<file path="config.mk">
export PLATFORM = sky130hd
export DESIGN_NAME = answer_judge_flat
export DESIGN_NICKNAME = d
export VERILOG_FILES = /design/src/rtl/answer_judge_if.sv /design/src/rtl/answer_judge.sv /design/src/flat_wrapper.sv
export SDC_FILE = /design/constraint.sdc
export NUM_CORES = 1
export LEC_CHECK = 0
export CELL_PAD_IN_SITES_DETAIL_PLACEMENT = 1
export CELL_PAD_IN_SITES_GLOBAL_PLACEMENT = 2
export CORE_MARGIN = 5
export CORE_UTILIZATION = 41
export CTS_CLUSTER_DIAMETER = 50
export DETAILED_ROUTE_END_ITERATION = 12
export PLACE_DENSITY = 0.76
export SYNTH_ARGS = -nofsm -noshare
export SYNTH_HDL_FRONTEND = slang
export SYNTH_SLANG_ARGS = --single-unit
</file>
<file path="constraint.sdc">
create_clock -name clock -period 10.1 [get_ports clock]
set_clock_uncertainty 0.1 [all_clocks]
set_input_delay 2.525 -clock clock [delete_from_list [all_inputs] [get_ports clock]]
set_output_delay 2.525 -clock clock [all_outputs]
set_load 0.005 [all_outputs]
</file>
<file path="src/rtl/answer_judge_if.sv">
// rtl/answer_judge_if.sv - host/button/verdict signal bundle for the answer judge
interface answer_judge_if;
  logic       start;
  logic [1:0] correctAnswer;
  logic [3:0] key_n;
  logic       w;
  logic       m;
  logic       busy;
  logic [1:0] lastChoice;
  logic       timedOut;
  logic [7:0] answerCount;
  logic [7:0] correctCount;

  modport master (
    output start, correctAnswer, key_n,
    input  w, m, busy, lastChoice, timedOut, answerCount, correctCount
  );

  modport slave (
    input  start, correctAnswer, key_n,
    output w, m, busy, lastChoice, timedOut, answerCount, correctCount
  );
endinterface

</file>
<file path="src/rtl/answer_judge.sv">
// rtl/answer_judge.sv - debounced four-button quiz judge with timeout and verdict hold
module answer_judge #(
  parameter int DEBOUNCE_CYCLES = 1000000,
  parameter int TIMEOUT_CYCLES  = 500000000,
  parameter int HOLD_CYCLES     = 100000000
) (
  input logic          clock,
  input logic          globalReset,
  answer_judge_if.slave bus
);
  localparam logic [31:0] DEB_LAST  = 32'(DEBOUNCE_CYCLES - 1);
  localparam logic [31:0] TMO_LAST  = 32'(TIMEOUT_CYCLES - 1);
  localparam logic [31:0] HOLD_LAST = 32'(HOLD_CYCLES - 1);

  typedef enum logic [1:0] {IDLE, ARMED, SHOW} state_t;

  state_t      state_q, state_d;
  logic [3:0]  sync1_q, sync1_d, sync2_q, sync2_d;
  logic [3:0]  db_q, db_d, press_q, press_d;
  logic [31:0] deb_cnt_q [4];
  logic [31:0] deb_cnt_d [4];
  logic [31:0] tmr_q, tmr_d, hold_q, hold_d;
  logic [1:0]  ans_q, ans_d, last_q, last_d, pick;
  logic        w_q, w_d, m_q, m_d, busy_q, busy_d, to_q, to_d;
  logic [7:0]  ans_cnt_q, ans_cnt_d, cor_cnt_q, cor_cnt_d;

  // Two-flop synchroniser, per-bit debounce, and one-cycle press pulse on a debounced fall
  always_comb begin
    sync1_d = bus.key_n;
    sync2_d = sync1_q;
    for (int i = 0; i < 4; i++) begin
      deb_cnt_d[i] = deb_cnt_q[i];
      db_d[i]      = db_q[i];
      press_d[i]   = 1'b0;
      if (sync2_q[i] == db_q[i]) begin
        deb_cnt_d[i] = '0;
      end else if (deb_cnt_q[i] == DEB_LAST) begin
        deb_cnt_d[i] = '0;
        db_d[i]      = sync2_q[i];
        press_d[i]   = ~sync2_q[i];
      end else begin
        deb_cnt_d[i] = deb_cnt_q[i] + 32'd1;
      end
    end
  end

  // Lowest-index press wins when several land in the same cycle
  always_comb begin
    pick = 2'd3;
    if (press_q[0])      pick = 2'd0;
    else if (press_q[1]) pick = 2'd1;
    else if (press_q[2]) pick = 2'd2;
  end

  // Question FSM: arm on start, judge first press or timeout, hold verdict, return to idle
  always_comb begin
    state_d   = state_q;
    tmr_d     = tmr_q;
    hold_d    = hold_q;
    ans_d     = ans_q;
    last_d    = last_q;
    w_d       = w_q;
    m_d       = m_q;
    to_d      = to_q;
    ans_cnt_d = ans_cnt_q;
    cor_cnt_d = cor_cnt_q;
    unique case (state_q)
      IDLE: begin
        if (bus.start) begin
          ans_d   = bus.correctAnswer;
          tmr_d   = '0;
          state_d = ARMED;
        end
      end
      ARMED: begin
        tmr_d = tmr_q + 32'd1;
        if (|press_q || tmr_q == TMO_LAST) begin
          state_d   = SHOW;
          hold_d    = '0;
          ans_cnt_d = (ans_cnt_q == 8'hFF) ? ans_cnt_q : ans_cnt_q + 8'd1;
          if (|press_q) begin
            last_d = pick;
            to_d   = 1'b0;
            m_d    = (pick == ans_q);
            w_d    = (pick != ans_q);
            if (pick == ans_q && cor_cnt_q != 8'hFF) cor_cnt_d = cor_cnt_q + 8'd1;
          end else begin
            to_d = 1'b1;
            w_d  = 1'b1;
            m_d  = 1'b0;
          end
        end
      end
      SHOW: begin
        if (hold_q == HOLD_LAST) begin
          w_d     = 1'b0;
          m_d     = 1'b0;
          state_d = IDLE;
        end else begin
          hold_d = hold_q + 32'd1;
        end
      end
      default: state_d = IDLE;
    endcase
    busy_d = (state_d != IDLE);
  end

  // State and datapath registers; reset leaves buttons released and aborts any question
  always_ff @(posedge clock or posedge globalReset) begin
    if (globalReset) begin
      state_q   <= IDLE;
      sync1_q   <= 4'hF;
      sync2_q   <= 4'hF;
      db_q      <= 4'hF;
      press_q   <= '0;
      for (int i = 0; i < 4; i++) deb_cnt_q[i] <= '0;
      tmr_q     <= '0;
      hold_q    <= '0;
      ans_q     <= '0;
      last_q    <= '0;
      w_q       <= 1'b0;
      m_q       <= 1'b0;
      to_q      <= 1'b0;
      busy_q    <= 1'b0;
      ans_cnt_q <= '0;
      cor_cnt_q <= '0;
    end else begin
      state_q   <= state_d;
      sync1_q   <= sync1_d;
      sync2_q   <= sync2_d;
      db_q      <= db_d;
      press_q   <= press_d;
      for (int i = 0; i < 4; i++) deb_cnt_q[i] <= deb_cnt_d[i];
      tmr_q     <= tmr_d;
      hold_q    <= hold_d;
      ans_q     <= ans_d;
      last_q    <= last_d;
      w_q       <= w_d;
      m_q       <= m_d;
      to_q      <= to_d;
      busy_q    <= busy_d;
      ans_cnt_q <= ans_cnt_d;
      cor_cnt_q <= cor_cnt_d;
    end
  end

  assign bus.w            = w_q;
  assign bus.m            = m_q;
  assign bus.busy         = busy_q;
  assign bus.lastChoice   = last_q;
  assign bus.timedOut     = to_q;
  assign bus.answerCount  = ans_cnt_q;
  assign bus.correctCount = cor_cnt_q;
endmodule

</file>
<file path="src/flat_wrapper.sv">
// flat-port wrapper written by rule: the top's interface ports become plain ports
module answer_judge_flat 
#(
  parameter int DEBOUNCE_CYCLES = 1000000,
  parameter int TIMEOUT_CYCLES  = 500000000,
  parameter int HOLD_CYCLES     = 100000000
)
  (clock, globalReset, bus_start, bus_correctAnswer, bus_key_n, bus_w, bus_m, bus_busy, bus_lastChoice, bus_timedOut, bus_answerCount, bus_correctCount);
  answer_judge_if bus_i ();
  input logic clock;
  input logic globalReset;
  input wire logic [$bits(bus_i.start)-1:0] bus_start;
  input wire logic [$bits(bus_i.correctAnswer)-1:0] bus_correctAnswer;
  input wire logic [$bits(bus_i.key_n)-1:0] bus_key_n;
  output wire logic [$bits(bus_i.w)-1:0] bus_w;
  output wire logic [$bits(bus_i.m)-1:0] bus_m;
  output wire logic [$bits(bus_i.busy)-1:0] bus_busy;
  output wire logic [$bits(bus_i.lastChoice)-1:0] bus_lastChoice;
  output wire logic [$bits(bus_i.timedOut)-1:0] bus_timedOut;
  output wire logic [$bits(bus_i.answerCount)-1:0] bus_answerCount;
  output wire logic [$bits(bus_i.correctCount)-1:0] bus_correctCount;
  assign bus_i.start = bus_start;
  assign bus_i.correctAnswer = bus_correctAnswer;
  assign bus_i.key_n = bus_key_n;
  assign bus_w = bus_i.w;
  assign bus_m = bus_i.m;
  assign bus_busy = bus_i.busy;
  assign bus_lastChoice = bus_i.lastChoice;
  assign bus_timedOut = bus_i.timedOut;
  assign bus_answerCount = bus_i.answerCount;
  assign bus_correctCount = bus_i.correctCount;
  answer_judge #(.DEBOUNCE_CYCLES(DEBOUNCE_CYCLES), .TIMEOUT_CYCLES(TIMEOUT_CYCLES), .HOLD_CYCLES(HOLD_CYCLES)) u_core (.clock(clock), .globalReset(globalReset), .bus(bus_i));
endmodule
</file>
==> results of run 1 <==
## critical path, stage by stage
cell	delay (ns)
sky130_fd_sc_hd__clkdlybuf4s50_1	0.55
sky130_fd_sc_hd__mux2i_1	0.25
sky130_fd_sc_hd__nor4_1	0.90
sky130_fd_sc_hd__nand3_1	0.18
sky130_fd_sc_hd__or2_2	0.32
sky130_fd_sc_hd__a21oi_1	0.13
## worst max path at each step
stage	startpoint	to	slack [ns]
global placement	bus_start	u_core.tmr_q[23]	5.07
detailed placement	bus_start	u_core.tmr_q[23]	5.01
finish	bus_start	u_core.tmr_q[23]	5.54
floorplan	globalReset	u_core.ans_q[0]	1.08
global route	bus_start	u_core.tmr_q[23]	5.39
CTS	bus_start	u_core.tmr_q[23]	5.51
## sequential cells by signal, indices dropped and copies added (netlist names)
register	cells
u_core.deb_cnt_q	128
u_core.hold_q	32
u_core.tmr_q	32
u_core.bus.answerCount	8
u_core.bus.correctCount	8
u_core.db_q	4
u_core.press_q	4
u_core.sync1_q	4
u_core.sync2_q	4
u_core.ans_q	2
u_core.bus.lastChoice	2
u_core.state_q	2
u_core.bus.busy	1
u_core.bus.m	1
u_core.bus.timedOut	1
u_core.bus.w	1
## cells in the mapped netlist, drive strengths merged, types with 2 or more instances
cell / number / area share (%)
ha: 12 / 1.3
and4: 14 / 1.1
a22o: 3 / 0.23
nand3: 85 / 3.7
nor4: 26 / 1.5
nor4b: 12 / 1.0
o31ai: 19 / 1.3
o21ai: 41 / 1.8
nor2b: 2 / 0.11
o41ai: 11 / 0.97
xor2: 109 / 8.3
a21oi: 13 / 0.57
xnor2: 51 / 3.9
nor3: 20 / 0.87
nor3b: 4 / 0.26
a31oi: 4 / 0.22
nand4: 52 / 3.0
and3: 43 / 2.3
clkbuf: 28 / 0.92
o21a: 14 / 0.92
nand3b: 2 / 0.13
dfstp: 12 / 2.7
or2: 5 / 0.27
nor2: 185 / 6.0
dfrtp: 222 / 48
and2: 11 / 0.60
o22ai: 2 / 0.11
or3: 5 / 0.27
or4: 6 / 0.39
mux2i: 4 / 0.35
mux2: 10 / 0.98
nand2b: 8 / 0.44
inv: 20 / 0.65
buf: 8 / 0.51
nand2: 87 / 2.8
## cell families (layout without fill, tap and decap cells)
group / after synthesis / count (layout) / synth area share, %
AO/OA/AOI/OAI: 115 / 115 / 6.743
XOR/XNOR: 160 / 160 / 12.20
adder cells (fa/ha/maj): 12 / 12 / 1.307
buffers and inverters: 56 / 115 / 2.081
flip-flops: 234 / 234 / 51.11
multiplexers: 14 / 14 / 1.329
AND/OR/NAND/NOR: 571 / 571 / 25.23
## layout make-up
type	count	area, um^2
multi-input cells	872	5379
clock inverters	17	236.5
flip-flops and latches	234	5871
repair buffers	34	330.3
fillers	3086	14340
clock buffers	44	992.2
inverters	20	82.58
well taps	378	473.0
## metrics by stage
step                std cells  power, mW  setup slack [ns]  hold WS, ns  cell area (um^2)
finish                   1599      2.259             5.544       0.2545             13360
global route             1599      2.354             5.389       0.2630             13360
CTS                      1599      2.300             5.514       0.2555             13360
detailed placement       1538      1.009             5.009       0.2475             12140
global placement         1538      1.008             5.067       0.2464             12140
floorplan                1162     0.9927             1.077       0.2452             11490
## layout by cell type (no fill, tap or decap), types with 3 or more instances in the layout
cell and instances:
sky130_fd_sc_hd__a21oi_1 13, sky130_fd_sc_hd__a22o_1 3, sky130_fd_sc_hd__a31oi_1 4, sky130_fd_sc_hd__and2_1 11, sky130_fd_sc_hd__and3_1 43, sky130_fd_sc_hd__and4_1 13
sky130_fd_sc_hd__buf_4 4, sky130_fd_sc_hd__bufinv_16 5, sky130_fd_sc_hd__clkbuf_1 3, sky130_fd_sc_hd__clkbuf_16 37, sky130_fd_sc_hd__clkbuf_8 4, sky130_fd_sc_hd__clkdlybuf4s50_1 30
sky130_fd_sc_hd__clkinv_2 4, sky130_fd_sc_hd__clkinv_4 3, sky130_fd_sc_hd__clkinvlp_4 3, sky130_fd_sc_hd__dfrtp_1 222, sky130_fd_sc_hd__dfstp_2 12, sky130_fd_sc_hd__ha_1 12
sky130_fd_sc_hd__inv_1 19, sky130_fd_sc_hd__mux2_2 10, sky130_fd_sc_hd__mux2i_1 4, sky130_fd_sc_hd__nand2_1 87, sky130_fd_sc_hd__nand2b_1 8, sky130_fd_sc_hd__nand3_1 85
sky130_fd_sc_hd__nand4_1 51, sky130_fd_sc_hd__nor2_1 184, sky130_fd_sc_hd__nor3_1 20, sky130_fd_sc_hd__nor3b_1 4, sky130_fd_sc_hd__nor4_1 25, sky130_fd_sc_hd__nor4b_1 11
sky130_fd_sc_hd__o21a_1 14, sky130_fd_sc_hd__o21ai_0 39, sky130_fd_sc_hd__o31ai_1 18, sky130_fd_sc_hd__o41ai_1 9, sky130_fd_sc_hd__or2_2 4, sky130_fd_sc_hd__or3_1 5
sky130_fd_sc_hd__or4_1 6, sky130_fd_sc_hd__xnor2_1 51, sky130_fd_sc_hd__xor2_1 109
## where the power goes
part | internal [mW] | switching, mW | total, mW
Combinational | 0.00781 | 0.0311 | 0.0390
Clock | 0.826 | 0.443 | 1.27
Sequential | 0.945 | 0.00629 | 0.952
## routing by layer
metal | routed length (um) | share of wire, % | GRT usage (%)
met1 | 13000 | 48 | 24.15
met2 | 12950 | 48 | 30.17
met3 | 788 | 2.9 | 3.174
met4 | 371 | 1.4 | 4.028
met5 | 0 | 0 | 0
==> summary.txt, run 1 <==
STATUS
------------------------------------------------------------------------------------------------------
Result of the run                                                                         complete, no violations

CLOCK TREE
------------------------------------------------------------------------------------------------------
Clock buffer depth                                                                                   3
Clock network latency to the later pin of the worst-skew pair                                  0.50 ns
Clock transition at the register clock pins on the worst setup and hold paths after CTS        0.05 ns
TritonCTS buffer count                                                                              35
TritonCTS clock tree                                                                             built
Number of resized instances in the post-cts repair step                                              0
CTS sink count                                                                                     234
Depth of the CTS H-tree                                                                              2
# Post-CTS Setup Buffers                                                                             0
Root buffer selected by CTS                                                               sky130_fd_sc_hd__clkbuf_16
Post-cts hold buffer count                                                                           0

WORST SETUP PATH
------------------------------------------------------------------------------------------------------
Reg2Reg Depth                                                                                        6
Critical register-to-register path endpoint                                               u_core.hold_q[24]
CP Data Required Time                                                                         10.41 ns
Start of the worst register-to-register path                                              u_core.state_q[0]
Crit path max fanout                                                                                 7
Arrival @ worst endpoint                                                                       4.86 ns
Worst Path Class, Setup                                                                   primary input to flop
Slack of the worst reg-to-reg path                                                             6.76 ns
Worst Setup Start Kind                                                                    primary input
Kind of end point of the critical path                                                            flop

FLOORPLAN
------------------------------------------------------------------------------------------------------
I/O Pins                                                                                            31
Horizontal die dimension                                                                      177.4 um
CORE AREA                                                                                 0.02771 mm^2
Number of placement rows                                                                            61
Effective utilization at floorplan                                                              41.46%
DIE AREA                                                                                  0.03146 mm^2
Die boundary height                                                                           177.4 um

ROUTE
------------------------------------------------------------------------------------------------------
Overall routed net length                                                                    27,110 um
Detailed-route wire length per cell                                                           16.95 um
Post-route DRC violation count                                                                       0
Antenna-violating nets left                                                                          0
Routed via count                                                                                 8,616
Routed via count divided by cell count                                                           5.388
Number of detailed-route iterations in the first pass                                                4
Number of DRC violations after detailed-routing iteration 0                                        340

PLACE
------------------------------------------------------------------------------------------------------
Dpl hpwl                                                                                     17,340 um
Routability congestion estimate from global placement                                           0.7389
I/O Buffers                                                                                         30

WORST HOLD PATH
------------------------------------------------------------------------------------------------------
Hold path start                                                                           u_core.sync1_q[0]
Worst hold endpoint                                                                       u_core.sync2_q[0]
Cells on Worst Hold Path                                                                             0
Worst hold path class                                                                     flop to flop

GLOBAL ROUTE
------------------------------------------------------------------------------------------------------
Antenna violations before repair                                                                     0
Total Routing Usage GR                                                                          17.86%
Largest net degree at the start of global routing                                                   95
Remaining global-route overflow                                                                      0
Number of global-route vias before repair                                                        9,318
Global-route wire length before repair                                                       47,290 um

FINISH
------------------------------------------------------------------------------------------------------
Finished Core Util                                                                              48.24%
Layout cells sized above 1                                                                      8.190%
Diode insertion count for antenna repair                                                             0
Area growth syn-to-layout                                                                       16.35%
Number of nets in the finished design                                                            1,218

YOSYS
------------------------------------------------------------------------------------------------------
Share of synthesized registers carrying an async set or reset                                   100.0%
Instance count of the mapped netlist                                                             1,162
Distinct cell type count of the synthesized netlist                                                 59
Number of warning messages in the yosys log                                                          0
Synthesized Nets                                                                                 1,183
Number of flops mapped to enable cells by yosys                                                      0
Average cell area after synthesis                                                           9.885 um^2
Portion of the post-synthesis area used by sequential elements                                  51.11%
Ys flop type                                                                              sky130_fd_sc_hd__dfrtp_1
Summed instance area of the synthesized netlist                                           0.01149 mm^2
Post-synthesis register bit count                                                                  234

POWER AND IR DROP
------------------------------------------------------------------------------------------------------
Maximum VDD drop                                                                            0.09722 mV
Pwr/cell area                                                                             169.1 mW/mm^2
Static leakage power                                                                          5.834 nW

STA
------------------------------------------------------------------------------------------------------
Final Cycle Share                                                                               45.11%
Setup repair after global routing missed its margin                                                 no
Highest clock rate                                                                           219.5 MHz
Minimum period implied by the final worst setup slack                                         4.556 ns
Slew @ Worst Pin                                                                              1.139 ns
Setup TNS                                                                                         0 ns
Count of final max-slew check failures                                                               0
Count of final setup violators                                                                       0
Relative slew margins                                                                           23.96%
Final hold violation count                                                                           0

FLOW RUN
------------------------------------------------------------------------------------------------------
Max cap viols                                                                                        0

No activity file was read; power rests on OpenSTA's default activity.
==> inputs of run 2 (changes only) <==
Clock period 10.1 ns to 4.3 ns, I/O delays scaled along.
==> run 2 against run 1 <==
Effect of this change: sequential cell count did not move; highest routed layer unchanged; worst setup slack got worse by 4.4 ns; largest cell class unchanged; first-iteration DRC count up 32%; die area unchanged; design area grew 0.85%; worst hold slack better by 0.0021 ns; via count hardly changed; clock power rose by 140%.
==> summary.txt, run 2 (same netlist as run 1, synthesis figures left out) <==
STATUS
------------------------------------------------------------------------------------------------------
Result of the run                                                                         complete, no violations   unchanged

CLOCK TREE
------------------------------------------------------------------------------------------------------
Clock network latency to the later pin of the worst-skew pair                                  0.51 ns   was 0.50 ns
# Post-CTS Setup Buffers                                                                             0   unchanged
Clock buffer depth                                                                                   3   unchanged
Root buffer selected by CTS                                                               sky130_fd_sc_hd__clkbuf_16   unchanged
Clock transition at the register clock pins on the worst setup and hold paths after CTS        0.05 ns   about the same
TritonCTS buffer count                                                                              37   was 35
Depth of the CTS H-tree                                                                              2   unchanged
Number of resized instances in the post-cts repair step                                              0   unchanged
TritonCTS clock tree                                                                             built   unchanged
CTS sink count                                                                                     234   unchanged
Post-cts hold buffer count                                                                           0   unchanged

GLOBAL ROUTE
------------------------------------------------------------------------------------------------------
Antenna violations before repair                                                                     0   unchanged
Number of global-route vias before repair                                                        9,160   was 9,318
Remaining global-route overflow                                                                      0   unchanged
Total Routing Usage GR                                                                          17.85%   was 17.86%
Largest net degree at the start of global routing                                                   92   was 95
Global-route wire length before repair                                                       46,800 um   was 47,290 um

STA
------------------------------------------------------------------------------------------------------
Worst hold margin                                                                            0.2566 ns   was 0.2545 ns
Highest clock rate                                                                           320.8 MHz
Slew @ Worst Pin                                                                              1.210 ns   was 1.139 ns
Relative slew margins                                                                           18.56%   was 23.96%
Count of final max-slew check failures                                                               0   unchanged
Count of final setup violators                                                                       0   unchanged
Setup repair after global routing missed its margin                                                 no   unchanged
Minimum period implied by the final worst setup slack                                         3.118 ns
Final hold violation count                                                                           0   unchanged
Final Cycle Share                                                                               72.50%
Setup TNS                                                                                         0 ns   unchanged
Setup slack of the critical path after layout                                                 1.182 ns   was 5.544 ns

FINISH
------------------------------------------------------------------------------------------------------
Layout cells sized above 1                                                                      8.833%   was 8.190%
Commonest non-fill, non-tap cell in the layout                                            sky130_fd_sc_hd__dfrtp_1   unchanged
Most used cells in the layout excluding fill and tap cells                                222 x sky130_fd_sc_hd__dfrtp_1, 185 x sky130_fd_sc_hd__nor2_1, 109 x sky130_fd_sc_hd__xor2_1   was 222 x sky130_fd_sc_hd__dfrtp_1, 184 x sky130_fd_sc_hd__nor2_1, 109 x sky130_fd_sc_hd__xor2_1
Reg with most FFs                                                                         u_core.deb_cnt_q   unchanged
Number of nets in the finished design                                                            1,226   was 1,218
Diode insertion count for antenna repair                                                             0   unchanged
Registers with the highest flip-flop counts                                               u_core.deb_cnt_q: 128 flops, u_core.hold_q: 32 flops, u_core.tmr_q: 32 flops   unchanged
Non-filler instance count after layout                                                           1,612   was 1,599
Total of fill cells in the finished design                                                       3,083   was 3,086
Area growth syn-to-layout                                                                       17.34%   was 16.35%
Number of flip-flops under the largest register name                                               128   unchanged

POWER AND IR DROP
------------------------------------------------------------------------------------------------------
Power Total                                                                                   5.376 mW   was 2.259 mW
Maximum VDD drop                                                                             0.2577 mV   was 0.09722 mV
Static leakage power                                                                          5.896 nW   was 5.834 nW
Sw Share                                                                                        21.86%   was 21.26%
Share of power burned in the clock network                                                       56.6%   was 56.2%
Sequential power share                                                                           41.6%   was 42.1%
Pwr/cell area                                                                             398.9 mW/mm^2   was 169.1 mW/mm^2
Internal power contribution                                                                   4.201 mW   was 1.779 mW
Switching power                                                                               1.175 mW   was 0.4803 mW
Relative contribution of combinational cells to total power                                       1.8%   was 1.7%

WORST SETUP PATH
------------------------------------------------------------------------------------------------------
Worst Path Class, Setup                                                                   flop to flop   was primary input to flop
CP Data Required Time                                                                          4.55 ns   was 10.41 ns
Timing endpoint of the critical path                                                      u_core.hold_q[1]   was u_core.tmr_q[23]
Start of the worst register-to-register path                                              u_core.hold_q[0]   was u_core.state_q[0]
Reg2Reg Depth                                                                                        7   was 6
Slack of the worst reg-to-reg path                                                             1.18 ns   was 6.76 ns
Critical register-to-register path endpoint                                               u_core.hold_q[1]   was u_core.hold_q[24]
Kind of end point of the critical path                                                            flop   unchanged
Arrival @ worst endpoint                                                                       3.37 ns   was 4.86 ns
Launching instance or port of the critical path                                           u_core.hold_q[0]   was bus_start
Worst Setup Start Kind                                                                            flop   was primary input
Crit path max fanout                                                                                12   was 7

FLOORPLAN
------------------------------------------------------------------------------------------------------
Effective utilization at floorplan                                                              41.46%   unchanged
Die boundary height                                                                           177.4 um   unchanged
Horizontal die dimension                                                                      177.4 um   unchanged
Number of placement rows                                                                            61   unchanged
I/O Pins                                                                                            31   unchanged
CORE AREA                                                                                 0.02771 mm^2   unchanged
DIE AREA                                                                                  0.03146 mm^2   unchanged

ROUTE
------------------------------------------------------------------------------------------------------
Number of DRC violations after detailed-routing iteration 0                                        450   was 340
Routed via count                                                                                 8,614   was 8,616
Detailed-route wire length per cell                                                           16.90 um   was 16.95 um
Antenna-violating nets left                                                                          0   unchanged
Overall routed net length                                                                    27,250 um   was 27,110 um
Number of detailed-route iterations in the first pass                                                4   unchanged
Post-route DRC violation count                                                                       0   unchanged
Routed via count divided by cell count                                                           5.344   was 5.388

PLACE
------------------------------------------------------------------------------------------------------
Setup WS pre-CTS                                                                             0.9062 ns   was 5.009 ns
I/O Buffers                                                                                         30   unchanged
Dpl hpwl                                                                                     17,640 um   was 17,340 um
Number of instances in the placed design                                                         1,544   was 1,538
Routability congestion estimate from global placement                                           0.7768   was 0.7389

WORST HOLD PATH
------------------------------------------------------------------------------------------------------
Worst hold path class                                                                     flop to flop   unchanged

FLOW RUN
------------------------------------------------------------------------------------------------------
Max cap viols                                                                                        0   unchanged

run 2: cell count changes in the layout (fill, tap and decap cells not counted), moves of 2 or more:
cell                        previous run  this run
sky130_fd_sc_hd__clkbuf_1              3         6
sky130_fd_sc_hd__clkinv_2              4         8
sky130_fd_sc_hd__buf_4                 4         7
sky130_fd_sc_hd__buf_12                0         3
sky130_fd_sc_hd__clkbuf_16            37        39
run 2: how the worst min path moves through the flow:
stage | from | endpoint | depth (start not counted)
after global routing | u_core.sync1_q[3] | u_core.sync2_q[3] | 0
final | u_core.sync1_q[3] | u_core.sync2_q[3] | 0
after detailed placement | u_core.sync1_q[3] | u_core.sync2_q[3] | 0
after floorplan | u_core.sync1_q[0] | u_core.sync2_q[0] | 0
after CTS | u_core.sync1_q[3] | u_core.sync2_q[3] | 0
after global placement | u_core.sync1_q[3] | u_core.sync2_q[3] | 0
run 2: critical path: stages, from the launching register on:
cell	delay [ns]
sky130_fd_sc_hd__dfrtp_1	0.41
sky130_fd_sc_hd__ha_1	0.20
sky130_fd_sc_hd__nand3_1	0.22
sky130_fd_sc_hd__or4b_1	0.59
sky130_fd_sc_hd__nor4_4	0.58
sky130_fd_sc_hd__nor2_1	0.20
sky130_fd_sc_hd__nand2b_1	0.48
sky130_fd_sc_hd__o22ai_1	0.18
run 2: layer usage:
metal	routed length, um	track usage [%]	vias to the layer above
met3	665	2.706	38
li1	-	-	4167
met1	12910	24.33	4330
met5	0	0	-
met4	541	4.705	0
met2	13130	29.95	79
run 2: power groups by stage:
stage	clock, mW	combinational (mW)	sequential (mW)
2_1_floorplan	0	0.0633	2.27
3_3_place_gp	0	0.100	2.27
3_5_place_dp	0	0.102	2.27
4_1_cts	3.14	0.103	2.23
5_1_grt	3.24	0.113	2.24
6_report	3.05	0.0959	2.24
run 2: final cells by class:
cell class	count	area (um^2)	share of cell area (%)
Tap cell	378	473.0	3.509
Inverter	20	78.83	0.5849
Clock inverter	20	226.5	1.680
Sequential cell	234	5871	43.56
Timing Repair Buffer	40	412.9	3.064
Clock buffer	48	1040	7.714
Multi-Input combinational cell	872	5376	39.89
run 2: through the flow:
stage               area (um^2)  util [%]
floorplan                 11490         -
global placement          12210     44.08
detailed placement        12210     44.08
CTS                       13480     48.65
global route              13480     48.65
finish                    13480     48.65
